`src/rtl/sigma_delta_pkg.sv`:
```
// Shared sizing helpers and default-configuration types for the multi-channel
// sigma-delta ADC front end.
package sigma_delta_pkg;

    // CIC bit growth G = N * log2(R); integrator/comb words carry one extra bit.
    function automatic int cic_gain_bits(input int stages, input int bosr);
        return stages * $clog2(bosr);
    endfunction

    function automatic int cic_acc_bits(input int stages, input int bosr);
        return cic_gain_bits(stages, bosr) + 1;
    endfunction

    function automatic int ch_bits(input int num_ch);
        return (num_ch > 1) ? $clog2(num_ch) : 1;
    endfunction

    // Frames discarded after reset while the CIC memory fills with real input.
    function automatic int warmup_frames(input int stages);
        return stages + 1;
    endfunction

    localparam int DEF_NUM_CH        = 2;
    localparam int DEF_BOSR          = 256;
    localparam int DEF_CIC_STAGES    = 3;
    localparam int DEF_OUT_WDTH      = 16;
    localparam int CH_W              = ch_bits(DEF_NUM_CH);
    localparam int DEF_ACC_W         = cic_acc_bits(DEF_CIC_STAGES, DEF_BOSR);
    localparam int WARMUP_FRAMES     = warmup_frames(DEF_CIC_STAGES);

    typedef logic        [DEF_ACC_W-1:0]    acc_t;
    typedef logic signed [DEF_OUT_WDTH-1:0] sample_t;

endpackage

```
`src/rtl/cic_decimator.sv`:
```
// One channel of CIC decimation: integrators at the input rate, a comb pipeline
// stepped by externally supplied enables, then offset removal, saturation and scaling.
module cic_decimator
    import sigma_delta_pkg::*;
#(
    parameter int BOSR       = 256,
    parameter int CIC_STAGES = 3,
    parameter int OUT_WDTH   = 16
) (
    input  logic                       clk,
    input  logic                       rst,
    input  logic                       din,
    input  logic [CIC_STAGES-1:0]      comb_en,
    input  logic                       scale_en,
    output logic signed [OUT_WDTH-1:0] sample
);
    localparam int G     = cic_gain_bits(CIC_STAGES, BOSR);
    localparam int ACC_W = G + 1;

    logic [ACC_W-1:0] integ    [CIC_STAGES];
    logic [ACC_W-1:0] integ_in [CIC_STAGES];
    logic [ACC_W-1:0] comb_in  [CIC_STAGES];
    logic [ACC_W-1:0] comb_dly [CIC_STAGES];
    logic [ACC_W-1:0] comb_p   [CIC_STAGES];

    // Comb output spans 0..2^G; centre it, clip the single +2^(G-1) code, then truncate.
    function automatic logic signed [OUT_WDTH-1:0] sat_scale(input logic [ACC_W-1:0] c);
        logic signed [ACC_W-1:0] half;
        logic signed [ACC_W-1:0] s;
        logic signed [ACC_W-1:0] sh;
        half = $signed(ACC_W'(1) << (G - 1));
        s    = $signed(c - half);
        if (s >= half) s = half - $signed(ACC_W'(1));
        sh   = s >>> (G - OUT_WDTH);
        return sh[OUT_WDTH-1:0];
    endfunction

    assign integ_in[0] = {{(ACC_W-1){1'b0}}, din};
    assign comb_in[0]  = integ[CIC_STAGES-1];
    for (genvar k = 1; k < CIC_STAGES; k++) begin : g_chain
        assign integ_in[k] = integ[k-1];
        assign comb_in[k]  = comb_p[k-1];
    end

    always_ff @(posedge clk) begin
        if (rst) begin
            for (int k = 0; k < CIC_STAGES; k++) begin
                integ[k]    <= '0;
                comb_dly[k] <= '0;
                comb_p[k]   <= '0;
            end
            sample <= '0;
        end else begin
            for (int k = 0; k < CIC_STAGES; k++) begin
                integ[k] <= integ[k] + integ_in[k];
                // comb stage k: one register per stage, advanced by its own enable
                if (comb_en[k]) begin
                    comb_p[k]   <= comb_in[k] - comb_dly[k];
                    comb_dly[k] <= comb_in[k];
                end
            end
            // scale stage
            if (scale_en) sample <= sat_scale(comb_p[CIC_STAGES-1]);
        end
    end

endmodule

```
`src/rtl/sigma_delta_adc_mc.sv`:
```
// Multi-channel sigma-delta ADC front end: per-channel CIC decimators, shared
// decimation timing, warm-up suppression and a channel-tagged valid/ready frame stream.
module sigma_delta_adc_mc
    import sigma_delta_pkg::*;
#(
    parameter int NUM_CH     = 2,
    parameter int BOSR       = 256,
    parameter int CIC_STAGES = 3,
    parameter int OUT_WDTH   = 16
) (
    input  logic                          clk,
    input  logic                          rst,
    input  logic [NUM_CH-1:0]             adc_lvds_pin,
    output logic [NUM_CH-1:0]             adc_fb_pin,
    output logic signed [OUT_WDTH-1:0]    adc_data,
    output logic [ch_bits(NUM_CH)-1:0]    adc_ch,
    output logic                          adc_valid,
    input  logic                          adc_ready,
    output logic                          adc_overflow
);
    localparam int CW     = ch_bits(NUM_CH);
    localparam int WARMUP = warmup_frames(CIC_STAGES);
    localparam int WU_W   = $clog2(WARMUP + 1);
    localparam int DEC_W  = $clog2(BOSR);

    typedef enum logic {IDLE, SEND} state_t;

    logic [NUM_CH-1:0]          adc_in;
    logic [DEC_W-1:0]           dec_cnt;
    logic                       dec_tick;
    logic [CIC_STAGES:0]        vld_pipe;
    logic [CIC_STAGES:0]        stage_en;
    logic [WU_W-1:0]            wu_cnt;
    logic                       warm;
    logic                       frame_avail;
    logic                       frame_new;
    logic signed [OUT_WDTH-1:0] sample    [NUM_CH];
    logic signed [OUT_WDTH-1:0] frame_buf [NUM_CH];
    state_t                     state, state_nxt;
    logic [CW-1:0]              idx, idx_nxt;
    logic                       last_ch;
    logic                       load_frame;
    logic                       set_ovf;

    assign adc_fb_pin = adc_in;
    assign dec_tick   = (dec_cnt == DEC_W'(BOSR - 1));
    // stage_en[k] is dec_tick delayed k cycles; vld_pipe[N] marks the scaled frame ready
    assign stage_en    = {vld_pipe[CIC_STAGES-1:0], dec_tick};
    assign frame_avail = vld_pipe[CIC_STAGES];
    assign warm        = (wu_cnt == WU_W'(WARMUP));
    assign frame_new   = frame_avail & warm;

    always_ff @(posedge clk) begin
        if (rst) begin
            adc_in   <= '0;
            dec_cnt  <= '0;
            vld_pipe <= '0;
            wu_cnt   <= '0;
        end else begin
            adc_in   <= adc_lvds_pin;
            dec_cnt  <= dec_cnt + DEC_W'(1);
            vld_pipe <= {vld_pipe[CIC_STAGES-1:0], dec_tick};
            if (frame_avail && !warm) wu_cnt <= wu_cnt + WU_W'(1);
        end
    end

    for (genvar c = 0; c < NUM_CH; c++) begin : g_ch
        cic_decimator #(
            .BOSR       (BOSR),
            .CIC_STAGES (CIC_STAGES),
            .OUT_WDTH   (OUT_WDTH)
        ) u_cic (
            .clk      (clk),
            .rst      (rst),
            .din      (adc_in[c]),
            .comb_en  (stage_en[CIC_STAGES-1:0]),
            .scale_en (stage_en[CIC_STAGES]),
            .sample   (sample[c])
        );
    end

    // A frame arriving while one is in flight is dropped whole, unless the
    // in-flight frame's last channel is accepted in that very cycle.
    always_comb begin
        state_nxt  = state;
        idx_nxt    = idx;
        load_frame = 1'b0;
        set_ovf    = 1'b0;
        last_ch    = (idx == CW'(NUM_CH - 1));
        unique case (state)
            IDLE: begin
                if (frame_new) begin
                    load_frame = 1'b1;
                    idx_nxt    = '0;
                    state_nxt  = SEND;
                end
            end
            SEND: begin
                if (adc_ready && last_ch) begin
                    idx_nxt = '0;
                    if (frame_new) load_frame = 1'b1;
                    else           state_nxt  = IDLE;
                end else begin
                    if (adc_ready) idx_nxt = idx + CW'(1);
                    if (frame_new) set_ovf = 1'b1;
                end
            end
            default: state_nxt = IDLE;
        endcase
    end

    always_ff @(posedge clk) begin
        if (rst) begin
            state        <= IDLE;
            idx          <= '0;
            adc_overflow <= 1'b0;
            for (int c = 0; c < NUM_CH; c++) frame_buf[c] <= '0;
        end else begin
            state <= state_nxt;
            idx   <= idx_nxt;
            if (set_ovf)    adc_overflow <= 1'b1;
            if (load_frame) frame_buf    <= sample;
        end
    end

    assign adc_valid = (state == SEND);
    assign adc_ch    = idx;
    assign adc_data  = frame_buf[idx];

endmodule

```
`config.mk`:
```
export PLATFORM = sky130hd
export DESIGN_NAME = sigma_delta_adc_mc
export DESIGN_NICKNAME = d
export VERILOG_FILES = /design/src/rtl/sigma_delta_pkg.sv /design/src/rtl/cic_decimator.sv /design/src/rtl/sigma_delta_adc_mc.sv
export SDC_FILE = /design/constraint.sdc
export NUM_CORES = 1
export LEC_CHECK = 0
export CAP_MARGIN = 20
export CORE_MARGIN = 4
export CORE_UTILIZATION = 60
export CTS_BUF_LIST = sky130_fd_sc_hd__clkbuf_16
export DETAILED_ROUTE_END_ITERATION = 6
export GPL_TIMING_DRIVEN = 0
export PLACE_DENSITY_LB_ADDON = 0.2
export SLEW_MARGIN = 5
export SYNTH_ARGS = -nofsm -noshare
export SYNTH_HDL_FRONTEND = slang
export SYNTH_HIERARCHICAL = 1
export SYNTH_SLANG_ARGS = --single-unit
```
`constraint.sdc`:
```
create_clock -name clk -period 3.05 [get_ports clk]
set_input_delay 0.61 -clock clk [delete_from_list [all_inputs] [get_ports clk]]
set_output_delay 0.61 -clock clk [all_outputs]
set_load 0.02 [all_outputs]
```
# == Yosys cells after proc, flatten, opt, wreduce, memory -nomap -nowiden ==
# Memories as Yosys holds them, arrays and structs flattened.
# Index checks and enable logic that the tools add are counted.
# word_totals
regBits,84
ramBits,450
input_bits,5
output_inout_bits,21
wordCells,112
n_memories,6
# op_classes
addsub,17
magnitude_cmp,3
n_eq_ne,4
muxes,46
bitwise_logic,21
reduce_logical,4
# mem_list
memory,words,width,rd,rd_clocked_by_memory_dff,wr,line_no,source
g_ch[0].u_cic.comb_dly,3,25,3,0,3,cic_decimator.sv:23,logic [ACC_W-1:0] comb_dly [CIC_STAGES];
g_ch[0].u_cic.comb_p,3,25,3,0,3,cic_decimator.sv:24,logic [ACC_W-1:0] comb_p [CIC_STAGES];
g_ch[0].u_cic.integ,3,25,3,0,3,cic_decimator.sv:20,logic [ACC_W-1:0] integ [CIC_STAGES];
g_ch[1].u_cic.comb_dly,3,25,3,0,3,cic_decimator.sv:23,
g_ch[1].u_cic.comb_p,3,25,3,0,3,cic_decimator.sv:24,
g_ch[1].u_cic.integ,3,25,3,0,3,cic_decimator.sv:20,
# op_table
op,n
$mux 25,18
$sub 25x25->25,6
$add 25x25->25,4
$add 25x1->25,2
$ge 25x25->1 const B,2
$sub 25x24->25 const B,2
$mux 16,3
$mux 24,2
$mux 1,20
$or 1x1->1,18
$add 8x1->8 const B,1
$eq 8x8->1 const B,1
$pmux 1 s2,3
$add 3x1->3 const B,1
$eq 3x3->1 const B,1
$ne 3x2->1 const B,1
$ge 2x2->1 const B,1
$logic_and 1x1->1,2
$ne 2x2->1 const B,1
$not 1->2,1
$reduce_and 2->1,1
$add 1x1->1 const B,1
$and 1x1->1,1
$logic_not 1->1,1
$not 1->1,1

# == Depth between registers and ports, before layout ==
# Gate-level depths: netlist of run 1.
# depth
word_depth,5
ltp_mapped,11
depth_no_buf,11

# == Cells and area by module ==
# The synthesis of run 1 kept the hierarchy.
# modules_own_cells
module,n_inst,cells_each,area_each_um2,seq_area_each_um2
cic_decimator at g_ch[0].u_cic,1,1572,14606.5,6326.1
cic_decimator at g_ch[1].u_cic,1,1514,14436.3,6326.1
sigma_delta_adc_mc,1,240,2309.7,1041.0

# == Worst setup path after synthesis of run 1 ==
# Ideal clock, no wire load.
# synth_path
path_kind,register to register
startpoint,mem g_ch[0].u_cic/comb_p[0][0] (netlist name)
endpoint,"mem g_ch[0].u_cic/comb_p[0][43] (netlist name), data pin"
setup_time_ps,269
arrival_time_ps,2401
required_time_ps,2781
setup_slack_ps,380
path_stages_with_launch,12
n_path_buf,0
synth_period_minus_slack_ps,2670
path_cell_list,edfxtp_1 inv_1 ha_1 fa_1 nand2b_1 a21oi_1 o21ai_0 a311o_1 a21boi_2 nor3_1 o41ai_1 mux2i_1
# synth_rtl
item,line_no
"start, declared",cic_decimator.sv:24

==> impl_metrics.json, run 1 <==
{
  "final_cell_mix": "nor2_1 (441), edfxtp_1 (300), a21oi_1 (249), ha_1 (249), dfxtp_1 (233)",
  "grt_pass1_vias": 23436,
  "min_period_ns": 2.94,
  "rows": 83,
  "initial_core_util_pct": 60.9,
  "fin_crit_sh_pct": 96.2,
  "cts_tree": "built",
  "syn_inst": 3326,
  "irDropWorstVdd_mv": 0.439,
  "die_h_um": 237,
  "clockBufferDepth": 3,
  "path_clk_slew_ns": 0.06,
  "root_buffer": "clkbuf_16",
  "cp_common_cell": "o21a_1",
  "placed_cell_area_um2": 32400,
  "wl_per_cell_um": 16.6,
  "synth_top_area_share_pct": 28.7,
  "drive_gt1_share_pct": 5.34,
  "numCtsBuffers": 57,
  "endpoint_kind": "flip-flop",
  "min_path_cells": 2,
  "min-delay-start": "g_ch[1].u_cic/sample[10]",
  "reg2reg_depth": 11,
  "grt_pass1_wl_um": 113000,
  "slew_headroom_pct": 24.0,
  "synth.area.top_cells": "edfxtp_1 (29%), dfxtp_1 (15%), ha_1 (9.9%)",
  "ant_nets": 0,
  "synth-async-reset-ratio_pct": 0,
  "die_w_um": 237,
  "crit_fanout": 4,
  "die_area_um2": 56000,
  "crit_required_ns": 3.37,
  "worst_pin_slew_ns": 1.14,
  "area_delta_synth_final_pct": 10.3,
  "vias": 23991,
  "drt_wl_total_um": 69000,
  "clock_sinks": 534,
  "cp_slowest_stage_delay_ns": 0.43,
  "avgSynthCellArea_um2": 9.43,
  "fin_area_um2": 34600,
  "synth_seq_cells": 534,
  "h-tree-depth": 2,
  "holdWs_ns": 0.474,
  "final_net_count": 3680,
  "p_total_w": 0.0161,
  "io_pins": 26,
  "cts_hold_buf": 0,
  "min_path_type": "flip-flop to flip-flop",
  "ys_seq_area_share_pct": 43.7,
  "synth_top_cell_by_area": "edfxtp_1",
  "slew_viol_final": 0,
  "reg2reg_to": "g_ch[0].u_cic/comb_p[0][22]",
  "holdPathEnd": "g_ch[1].u_cic/sample[10]",
  "final_common_cell": "nor2_1",
  "first_pass_iters": 7,
  "synth.distinct_cells": 87,
  "clkLatencyLatePin_ns": 0.61,
  "tns_ns": 0,
  "viasPerCell": 5.79,
  "synth-warning-count": 6,
  "hold_viol": 0,
  "p_per_area_nw_per_um2": 465,
  "path_cells": "inv_1 > ha_1 > fa_1 > nor2b_1 > o21a_1 > a311o_1 > a31oi_2 > o41a_1 > nor4_2 > o21a_1 > nor3_1",
  "io_buffers": 24,
  "status": "finished, violations left",
  "synth_edf_count": 300,
  "final-setup-viol-count": 0,
  "violations": "design-rule violations",
  "grt_usage_pct": 23.9,
  "crit_path_top_delay_cell": "o41a_1",
  "grt_overflow": 0,
  "grt_start_max_net_pins": 51,
  "timing.fmax_mhz": 341,
  "fin_worst_skew_ns": 0.0182,
  "reg2reg_setup_slack_ns": 0.11,
  "pre_cts_slack_ns": -0.332,
  "initialDrtViolationCount": 1574,
  "cp-start-kind": "flip-flop",
  "power_leakage_nw": 14.3,
  "drc": 1,
  "dp_hpwl_um": 51200,
  "syn_area_um2": 31400,
  "crit_type": "flip-flop to flip-flop",
  "gp_congestion": 0.923,
  "r2r_start": "g_ch[0].u_cic/integ[0][50]",
  "syn_nets": 3590,
  "antenna_found_initial": 0,
  "setup_slack_ns": 0.115,
  "core_area_um2": 51500,
  "synth_ff_type": "edfxtp_1",
  "cp.arrival_ns": 3.25,
  "maxCapViolations": 0
}
[cell type report]
class	count	area (um^2)
Antenna cell	1	2.50
Buffer	119	518
Clock buffer	60	1500
Clock inverter	48	400
Fill cell	4094	16900
Inverter	215	807
Multi-Input combinational cell	2457	16400
Sequential cell	534	13700
Tap cell	680	851
Timing Repair Buffer	32	398
[worst max-delay path by stage]
stage / startpoint / end / slack, ns / cells past startpoint
6_report: g_ch[0].u_cic/integ[0][50] / g_ch[0].u_cic/comb_p[0][22] / 0.11 / 11
5_1_grt: g_ch[0].u_cic/integ[0][50] / g_ch[0].u_cic/comb_p[0][22] / -0.05 / 11
4_1_cts: g_ch[0].u_cic/comb_p[0][25] / g_ch[0].u_cic/comb_p[0][72] / 0.005 / 11
3_5_place_dp: dec_cnt[0] / g_ch[0].u_cic/comb_p[0][33] / -0.33 / 9
3_3_place_gp: dec_cnt[0] / g_ch[0].u_cic/comb_p[0][41] / -0.33 / 9
2_1_floorplan: g_ch[0].u_cic/comb_p[0][0] / g_ch[0].u_cic/comb_p[0][43] / 0.38 / 11
[synth_stat cells (all sizes together), types with 32 or more instances]
cell type,count
a21o,91
a21oi,251
and2,145
clkbuf,96
dfxtp,234
edfxtp,300
ha,249
inv,215
nand2,165
nand3,65
nand4,32
nor2,442
nor2b,50
nor3,87
o21a,41
o21ai,180
or3b,32
xnor2,121
xor2,114
[per-stage QoR]
stage	cells	utilization, %
final	4146	67.1
after global routing	4145	67.1
after CTS	4138	66.7
after detailed placement	4030	63.0
after global placement	4030	63.0
after floorplan	3326	-
[sequential cells by signal, indices dropped and copies added, names as in the netlist]
name,flops
adc_overflow,1
dec_cnt,8
adc_ch,1
vld_pipe,4
frame_buf,32
adc_valid,1
wu_cnt,3
g_ch.u_cic/comb_p,150
g_ch.u_cic/sample,32
adc_fb_pin,2
g_ch.u_cic/integ,150
g_ch.u_cic/comb_dly,150
[routing by layer]
layer	track usage, %	part of all wire, %	wire [um]	up-vias
met3	3.28	4.3	2960	155
met1	31.8	46	31400	11238
li1	-	-	-	11984
met4	7.70	3.0	2080	0
met2	40.8	47	32600	614
met5	0	0	0	-
[cell families (layout without fill, tap and decap cells)]
group,after synthesis,in the layout,share of synthesized area (%)
fa+ha+maj,259,259,10.6
simple gates,1153,1153,18.1
buf+inv,335,474,4.21
compound gates,784,784,16.0
mux,26,26,0.898
xor+xnor,235,235,6.56
other cells,0,1,0
flops,534,534,43.7
[critical path, delay by kind of cell, from the launching register on]
family,cells,cell delay (ns)
compound gates,5,1.20
fa+ha+maj,2,0.60
buf+inv,1,0.06
flops,1,0.33
simple gates,3,0.45
[report_power, final]
| part | switching (W) | total, W | internal (W) |
|---|---|---|---|
| combinational | 0.000787 | 0.00128 | 0.000494 |
| clock | 0.00283 | 0.00696 | 0.00413 |
| sequential | 0.0000928 | 0.00784 | 0.00775 |
| total | 0.00371 | 0.0161 | 0.0124 |
[what timing repair did]
item / 4_1_cts / 5_1_grt
buffers inserted: 0 / 2
pin swaps: 0 / 4
gates resized for setup: 9 / 18
setup endpoints to repair: 106 / 84
endpoints found under the hold margin: 0 / 0
Power figures use the tool's default switching activity.
==> run 2, diff against run 1 <==
Settings changed: CORE_UTILIZATION 60 to 64.
==> impl_metrics.json, run 2 (synthesis gave the netlist of run 1 again) <==
{
  "clock_sinks": 534,
  "cp-start-kind": "flip-flop",
  "p_total_w": 0.0160,
  "cp_common_cell": "o21a_1",
  "drc": 0,
  "slew_headroom_pct": 21.7,
  "ant_nets": 0,
  "crit_required_ns": 3.37,
  "drive_gt1_share_pct": 5.65,
  "die_area_um2": 52600,
  "p_per_area_nw_per_um2": 464,
  "slew_viol_final": 0,
  "min_path_type": "flip-flop to flip-flop",
  "first_pass_iters": 6,
  "finalNonFillerCells": 4081,
  "vias": 23906,
  "path_clk_slew_ns": 0.06,
  "cts_tree": "built",
  "multi_input_area_um2": 16400,
  "io_buffers": 24,
  "io_pins": 26,
  "numCtsBuffers": 56,
  "root_buffer": "clkbuf_16",
  "final_common_cell": "nor2_1",
  "core_area_um2": 48000,
  "path_cells": "inv_2 > ha_2 > fa_2 > nor2b_2 > o21a_1 > a311o_1 > a31oi_4 > o41a_1 > nor4_2 > o21a_1 > nor3_1",
  "grt_pass1_vias": 23274,
  "hold_viol": 0,
  "grt_usage_pct": 25.6,
  "final_cell_mix": "nor2_1 (441), edfxtp_1 (300), a21oi_1 (248), ha_1 (248), dfxtp_1 (232)",
  "crit_type": "flip-flop to flip-flop",
  "min_path_cells": 2,
  "antenna_found_initial": 0,
  "worst_pin_slew_ns": 1.17,
  "grt_overflow": 0,
  "antenna_cells": 0,
  "initialDrtViolationCount": 1480,
  "rows": 80,
  "holdWs_ns": 0.477,
  "gp_congestion": 0.899,
  "drt_wl_total_um": 68800,
  "dp_hpwl_um": 51400,
  "fin_crit_sh_pct": 98.3,
  "final-setup-viol-count": 0,
  "viasPerCell": 5.86,
  "irDropWorstVdd_mv": 0.433,
  "timing.fmax_mhz": 334,
  "h-tree-depth": 2,
  "num-fill-cells": 3593,
  "crit_path_top_delay_cell": "o41a_1",
  "die_w_um": 229,
  "clkLatencyLatePin_ns": 0.61,
  "tns_ns": 0,
  "cts_hold_buf": 0,
  "reg2reg_depth": 11,
  "clockBufferDepth": 3,
  "final_net_count": 3682,
  "area_delta_synth_final_pct": 10.1,
  "crit_fanout": 3,
  "cp.arrival_ns": 3.31,
  "power_leakage_nw": 14.3,
  "cp_slowest_stage_delay_ns": 0.50,
  "place_inst": 3965,
  "status": "completed",
  "reg_top3": "g_ch.u_cic/comb_dly x150, g_ch.u_cic/comb_p x150, g_ch.u_cic/integ x150",
  "min_period_ns": 3.00,
  "rsz0062_at_grt": "yes",
  "maxCapViolations": 0,
  "fin_worst_skew_ns": 0.0198,
  "endpoint_kind": "flip-flop",
  "wl_per_cell_um": 16.9,
  "grt_start_max_net_pins": 51,
  "initial_core_util_pct": 65.3,
  "grt_pass1_wl_um": 113000,
  "seqCellArea_um2": 13700,
  "die_h_um": 229
}
==> run 2: changes by cell type in the layout (fill, tap and decap cells not counted), sizes merged <==
cell | before | now
buf | 32 | 33
clkinv | 25 | 21
clkinvlp | 3 | 4
diode | 1 | 0
inv | 228 | 231
==> run 2: final cells by class <==
| class | count | area share (%) |
|---|---|---|
| sequential | 534 | 39.7 |
| multi-input combinational | 2457 | 47.6 |
| buffer | 119 | 1.50 |
| inverter | 215 | 2.34 |
| timing repair buffer | 35 | 1.17 |
| tap | 615 | 2.23 |
| clock buffer | 58 | 4.21 |
| clock inverter | 48 | 1.21 |
==> run 2: power breakdown <==
part	leakage, nW	switching [W]	total [W]	internal [W]
clock network	0.950	0.00284	0.00688	0.00404
registers	4.98	0.0000950	0.00784	0.00775
logic	8.33	0.000786	0.00128	0.000494
==> run 2: routing by layer <==
metal  wire length (um)  vias to the layer above  GRT usage, %
met5                  0                        -             0
met2              33200                      545          44.3
met4               1730                        0          7.91
met3               2860                      132          3.14
met1              31000                    11217          33.7
li1                   -                    12012             -
==> run 2: repair_timing <==
action,in CTS,in global routing
endpoints found under the setup margin,102,78
endpoints found under the hold margin,0,0
pin swaps,0,10
buffers inserted,0,5
gates resized for setup,5,37
==> run 2: worst paths after layout <==
| path | end | start | slack [ns] |
|---|---|---|---|
| max | g_ch[0].u_cic/comb_p[0][22] | g_ch[0].u_cic/integ[0][50] | 0.05 |
| min | g_ch[0].u_cic/sample[2] | g_ch[0].u_cic/sample[2] | 0.48 |
| max reg2reg | g_ch[0].u_cic/comb_p[0][22] | g_ch[0].u_cic/integ[0][50] | 0.05 |
| min reg2reg | g_ch[0].u_cic/sample[2] | g_ch[0].u_cic/sample[2] | 0.48 |
==> run 2: worst max-delay path: cells and delay by family, from the launching register on <==
kind                       cells  cell delay (ns)
DFF                            1             0.34
AOI/OAI and AO/OA              5             1.22
adders and majority gates      2             0.54
and+or+nand+nor                3             0.56
buffers and inverters          1             0.04
==> run 2: per-stage QoR <==
stage / area, um^2 / setup slack (ns) / util (%)
after detailed placement: 32400 / -0.385 / 67.4
after floorplan: 31400 / 0.380 / -
final: 34500 / 0.0518 / 71.8
after CTS: 34200 / 0.0273 / 71.3
after global routing: 34500 / -0.0320 / 71.8
after global placement: 32400 / -0.326 / 67.4
==> run 3, diff against run 2 <==
Clock period 3.05 ns to 2.8 ns, I/O delays scaled along.
==> impl_metrics.json, run 3 (synthesis gave the netlist of run 1 again) <==
{
  "ant_nets": 0,
  "min_period_ns": 2.77,
  "rsz0062_at_grt": "yes",
  "endpoint_kind": "flip-flop",
  "hold_viol": 0,
  "grt_pass1_wl_um": 114000,
  "grt_overflow": 0,
  "slew_headroom_pct": 21.6,
  "final_cell_mix": "nor2_1 (441), edfxtp_1 (300), a21oi_1 (243), ha_1 (243), dfxtp_1 (230)",
  "power_frac_comb_pct": 8.3,
  "intPower_w": 0.0134,
  "initialDrtViolationCount": 1589,
  "finalNonFillerCells": 4090,
  "crit_fanout": 4,
  "drt_wl_total_um": 69600,
  "clock_sinks": 534,
  "swShare_pct": 23.3,
  "p_per_area_nw_per_um2": 501,
  "h-tree-depth": 2,
  "numCtsBuffers": 56,
  "irDropWorstVdd_mv": 0.471,
  "crit_path_top_delay_cell": "o41a_1",
  "dp_hpwl_um": 51400,
  "clkLatencyLatePin_ns": 0.61,
  "root_buffer": "clkbuf_16",
  "drive_gt1_share_pct": 7.63,
  "drc": 0,
  "grt_pass1_vias": 23405,
  "grt_usage_pct": 25.7,
  "min_path_cells": 2,
  "path_cells": "inv_2 > ha_4 > fa_2 > nor2b_4 > o31a_1 > o41a_1 > o41ai_4 > o31ai_1 > a21o_1 > o31ai_4 > mux2i_1",
  "min_path_type": "input pin to flip-flop",
  "first_pass_iters": 6,
  "p_seq_share_pct": 48.9,
  "io_pins": 26,
  "gp_congestion": 0.899,
  "fin_area_um2": 34900,
  "power_leakage_nw": 14.4,
  "clockBufferDepth": 3,
  "timing.fmax_mhz": 361,
  "place_inst": 3965,
  "crit_type": "flip-flop to flip-flop",
  "rows": 80,
  "final_common_cell": "nor2_1",
  "p_sw_w": 0.00408,
  "core_area_um2": 48000,
  "grt_start_max_net_pins": 51,
  "final-setup-viol-count": 0,
  "cts_hold_buf": 0,
  "cts_tree": "built",
  "antenna_found_initial": 0,
  "viasPerCell": 5.87,
  "cp_slowest_stage_delay_ns": 0.39,
  "path_clk_slew_ns": 0.06,
  "initial_core_util_pct": 65.3,
  "crit_required_ns": 3.25,
  "fin_worst_skew_ns": 0.0175,
  "p_clk_share_pct": 42.8,
  "slew_viol_final": 0,
  "die_w_um": 229,
  "area_delta_synth_final_pct": 11.3,
  "final_net_count": 3689,
  "fin_crit_sh_pct": 98.8,
  "reg2reg_depth": 11,
  "io_buffers": 24,
  "worst_pin_slew_ns": 1.18,
  "maxCapViolations": 0,
  "die_area_um2": 52600,
  "placed_cell_area_um2": 32400,
  "status": "completed",
  "die_h_um": 229,
  "reg_top3": "g_ch.u_cic/comb_dly x150, g_ch.u_cic/comb_p x150, g_ch.u_cic/integ x150",
  "cp-start-kind": "flip-flop",
  "cp.arrival_ns": 3.22,
  "vias": 24011,
  "wl_per_cell_um": 17.0
}
run 3: cell count changes in the layout (fill, tap and decap cells not counted), sizes merged:
cell,change
buf,+8
clkbuf,-1
diode,+2
run 3: repair_timing:
action                                  4_1_cts  5_1_grt
gates cloned                                  0        0
endpoints found under the hold margin         0        0
endpoints found under the setup margin      182      146
setup buffers                                 8        6
pin swaps                                    14       23
resized for setup                            47       82
run 3: per-layer routing:
layer  GRT usage, %  part of all wire (%)  vias to the layer above
li1               -                     -                    12025
met1           33.8                    45                    11235
met2           44.4                    48                      598
met3           3.27                   4.5                      153
met4           8.35                   2.8                        0
met5              0                     0                        -
run 3: final timing paths:
kind	startpoint	end	slack, ns
worst max register to register	g_ch[1].u_cic/integ[0][50]	g_ch[1].u_cic/comb_p[0][18]	0.03
worst min register to register	g_ch[0].u_cic/sample[4]	g_ch[0].u_cic/sample[4]	0.48
worst min-delay path	rst	vld_pipe[3]	0.47
worst max-delay path	g_ch[1].u_cic/integ[0][50]	g_ch[1].u_cic/comb_p[0][18]	0.03
run 3: worst max-delay path, delay by kind of cell, from the launching register on:
family | cells | cell delay [ns]
AO/OA/AOI/OAI | 6 | 1.57
flip-flops | 1 | 0.33
multiplexers | 1 | 0.21
adder cells (fa/ha/maj) | 2 | 0.37
buffers and inverters | 1 | 0.09
AND/OR/NAND/NOR | 1 | 0.05
run 3: area by class of cell:
type / count / area [um^2]
multi-input combinational: 2457 / 16700
sequential: 534 / 13700
fill: 3543 / 13200
clock buffer: 58 / 1450
inverter: 215 / 807
tap: 615 / 769
buffer: 117 / 523
timing repair buffer: 44 / 477
clock inverter: 48 / 419
antenna: 2 / 5.00
run 3: metrics by stage:
step / hold slack (ns) / utilization, % / TNS (ns) / total power [W] / worst slack (ns)
4_1_cts: 0.412 / 71.7 / -0.0199 / 0.0176 / -0.0199
6_report: 0.467 / 72.6 / 0 / 0.0175 / 0.0337
5_1_grt: 0.491 / 72.6 / -0.185 / 0.0182 / -0.0531
3_3_place_gp: 0.434 / 67.4 / -138.40 / 0.00998 / -0.576
2_1_floorplan: 0.418 / - / 0 / 0.00971 / 0.130
3_5_place_dp: 0.466 / 67.4 / -146.84 / 0.0100 / -0.635
run 3: power by group through the flow:
stage          registers, W  logic, W  clock network (W)
2_1_floorplan       0.00867   0.00104                  0
3_3_place_gp        0.00870   0.00128                  0
3_5_place_dp        0.00871   0.00132                  0
4_1_cts             0.00855   0.00136            0.00764
5_1_grt             0.00856   0.00161            0.00800
6_report            0.00854   0.00145            0.00749
==> patch, RTL diff (flow settings as in run 1) <==
`OUT_WDTH` is set to 16 in 2 places; all go to 15.
--- a/src/rtl/cic_decimator.sv
+++ b/src/rtl/cic_decimator.sv
@@ -5,7 +5,7 @@
 #(
     parameter int BOSR       = 256,
     parameter int CIC_STAGES = 3,
-    parameter int OUT_WDTH   = 16
+    parameter int OUT_WDTH   = 15
 ) (
     input  logic                       clk,
     input  logic                       rst,
--- a/src/rtl/sigma_delta_adc_mc.sv
+++ b/src/rtl/sigma_delta_adc_mc.sv
@@ -6,7 +6,7 @@
     parameter int NUM_CH     = 2,
     parameter int BOSR       = 256,
     parameter int CIC_STAGES = 3,
-    parameter int OUT_WDTH   = 16
+    parameter int OUT_WDTH   = 15
 ) (
     input  logic                          clk,
     input  logic                          rst,
Ports: changed (resized adc_data); port bits go from 26 to 25. No check against the original RTL was run, so the function may have changed too.
==> patch against run 1 <==
- critical endpoint is now g_ch[1].u_cic/comb_p[0][23]
- cell count increased by 1.5%
- wire length increased by 5.1%
- critical path depth decreased by 3
- cell area increased by 0.70%
- area after synthesis increased by 1.7%
- sequential power about the same
- largest power group unchanged
- first-iteration DRC count decreased by 8.3%
- die area increased by 1.6%
- utilization decreased by 0.87 points
- total power decreased by 3.0%
- sequential cell count decreased by 4
- synthesized cell count increased by 1.9%
- setup slack improved by 0.025 ns
==> patch: results (changes against run 1) <==
The number of distinct standard cells referenced by the synthesized netlist came out at 103 (was 87). The number of nets in the layout came to 3738 (was 3680). The depth of the worst register-to-register path is 8 (was 11). The worst-case headroom to the max-slew limit came out at 29.3% (was 24.0%). The worst-case register-to-register setup slack is 0.14 ns (was 0.11 ns). The routed length per instance came out at 17.2 microns (was 16.6 microns). The worst flop-to-flop path endpoint is g_ch[1].u_cic/comb_p[0][23] (was g_ch[0].u_cic/comb_p[0][22]). The worst clock skew came out at 0.0223 ns (was 0.0182 ns). The relative contribution of combinational cells to total power is 8.5% (was 8.0%). The met2 track demand over resource was 43.6% (was 40.8%). The leakage power summed over all cells is 14.6 nW (was 14.3 nW). The setup slack after placement was -1.76 ns (was -0.332 ns). Commonest cells in the netlist: nor2_1, edfxtp_1, ha_1 (was nor2_1, edfxtp_1, a21oi_1). The XOR/XNOR share of the synthesized area came out at 5.58% (was 6.56%). The number of DRC violations after detailed-routing iteration 0 was 1443 (was 1574). The final weighted congestion in routability-driven placement is 0.953 (was 0.923).

The first-pass iteration count of the detailed router was 6 (was 7). The x dimension of the die came out at 238 microns (was 237 microns). The met1 global-route usage came out at 32.8% (was 31.8%). The hold path startpoint is g_ch[1].u_cic/sample[11] (was g_ch[1].u_cic/sample[10]). The half-perimeter wire length after detailed placement came out at 54800 microns (was 51200 microns). The launching point of the worst reg2reg path is dec_cnt[0] (was g_ch[0].u_cic/integ[0][50]). The sequential-to-total area share from yosys stat came out at 42.7% (was 43.7%). The portion of netlist area occupied by mux cells is 1.20% (was 0.898%).

The met3 track demand over resource in global routing came out at 2.87% (was 3.28%). The part of the total power dissipated in the clock network is 41.4% (was 43.3%). The number of inserted diodes was 0 (was 1). The via count of the first global-routing pass is 23900 (was 23400). The share of layout cells above drive strength 1 is 5.54% (was 5.34%). The met2 wirelength from detailed routing was 34800 microns (was 32600 microns). Status: completed (was finished with violations). The average cell area after synthesis is 9.40 sq um (was 9.43 sq um). The wire length on met1 is 32700 microns (was 31400 microns). The overall track demand over capacity in global routing is 25.2% (was 23.9%). Top post-synthesis cells by area: edfxtp_1, dfxtp_1, ha_1 (unchanged). The via density per instance is 5.86 (was 5.79).

The complex-gate fraction of the synthesized area is 16.8% (was 16.0%). The total of fill cells in the finished design was 4206 (was 4094). The instance area after placement is 33000 sq um (was 32400 sq um).

The first-pass GRT wire length is 118000 microns (was 113000 microns). The internal portion of total power is 11.9 mW (was 12.4 mW).
[patch: what timing repair did]
action / in CTS / in global routing
endpoints found under the setup margin: 416 / 108
gates resized for setup: 20 / 15
endpoints found under the hold margin: 0 / 0
gates cloned: 3 / 0
pin swaps: 3 / 0
hold buffers: 0 / 0
[patch: how the worst max path moves through the flow]
| stage | start | end | slack (ns) | cells past startpoint |
|---|---|---|---|---|
| after global placement | rst | g_ch[0].u_cic/comb_dly[0][23] | -1.77 | 5 |
| final | dec_cnt[0] | g_ch[1].u_cic/comb_p[0][23] | 0.14 | 8 |
| after detailed placement | rst | g_ch[0].u_cic/comb_dly[0][23] | -1.76 | 5 |
| after floorplan | g_ch[0].u_cic/integ[0][50] | g_ch[0].u_cic/comb_p[0][24] | 0.57 | 10 |
| after global routing | dec_cnt[0] | g_ch[1].u_cic/comb_p[0][23] | 0.03 | 8 |
| after CTS | dec_cnt[0] | g_ch[1].u_cic/comb_p[0][23] | 0.0009 | 8 |
[patch: area by class of cell]
type,count,area share [%]
multi-input cells,2541,49.0
flip-flops and latches,530,39.1
clock buffers,59,4.24
well taps,688,2.47
inverters,204,2.20
plain buffers,115,1.46
clock inverters,48,0.783
repair buffers,25,0.708
[patch: worst max-delay path, cell delays in order, from the launching register on]
cell      delay, ns
dfxtp_1        0.37
ha_1           0.25
nand3_1        0.14
nor2_2         0.34
nor3_4         0.12
or2_2          0.29
clkbuf_1       0.20
clkbuf_1       0.35
nor3b_1        0.58
[patch: through the flow]
step           hold slack, ns  util, %  setup TNS [ns]
2_1_floorplan           0.418        -               0
3_3_place_gp            0.429     62.8         -520.49
3_5_place_dp            0.454     62.8         -514.80
4_1_cts                 0.473     66.2               0
5_1_grt                 0.493     66.3               0
6_report                0.474     66.3               0
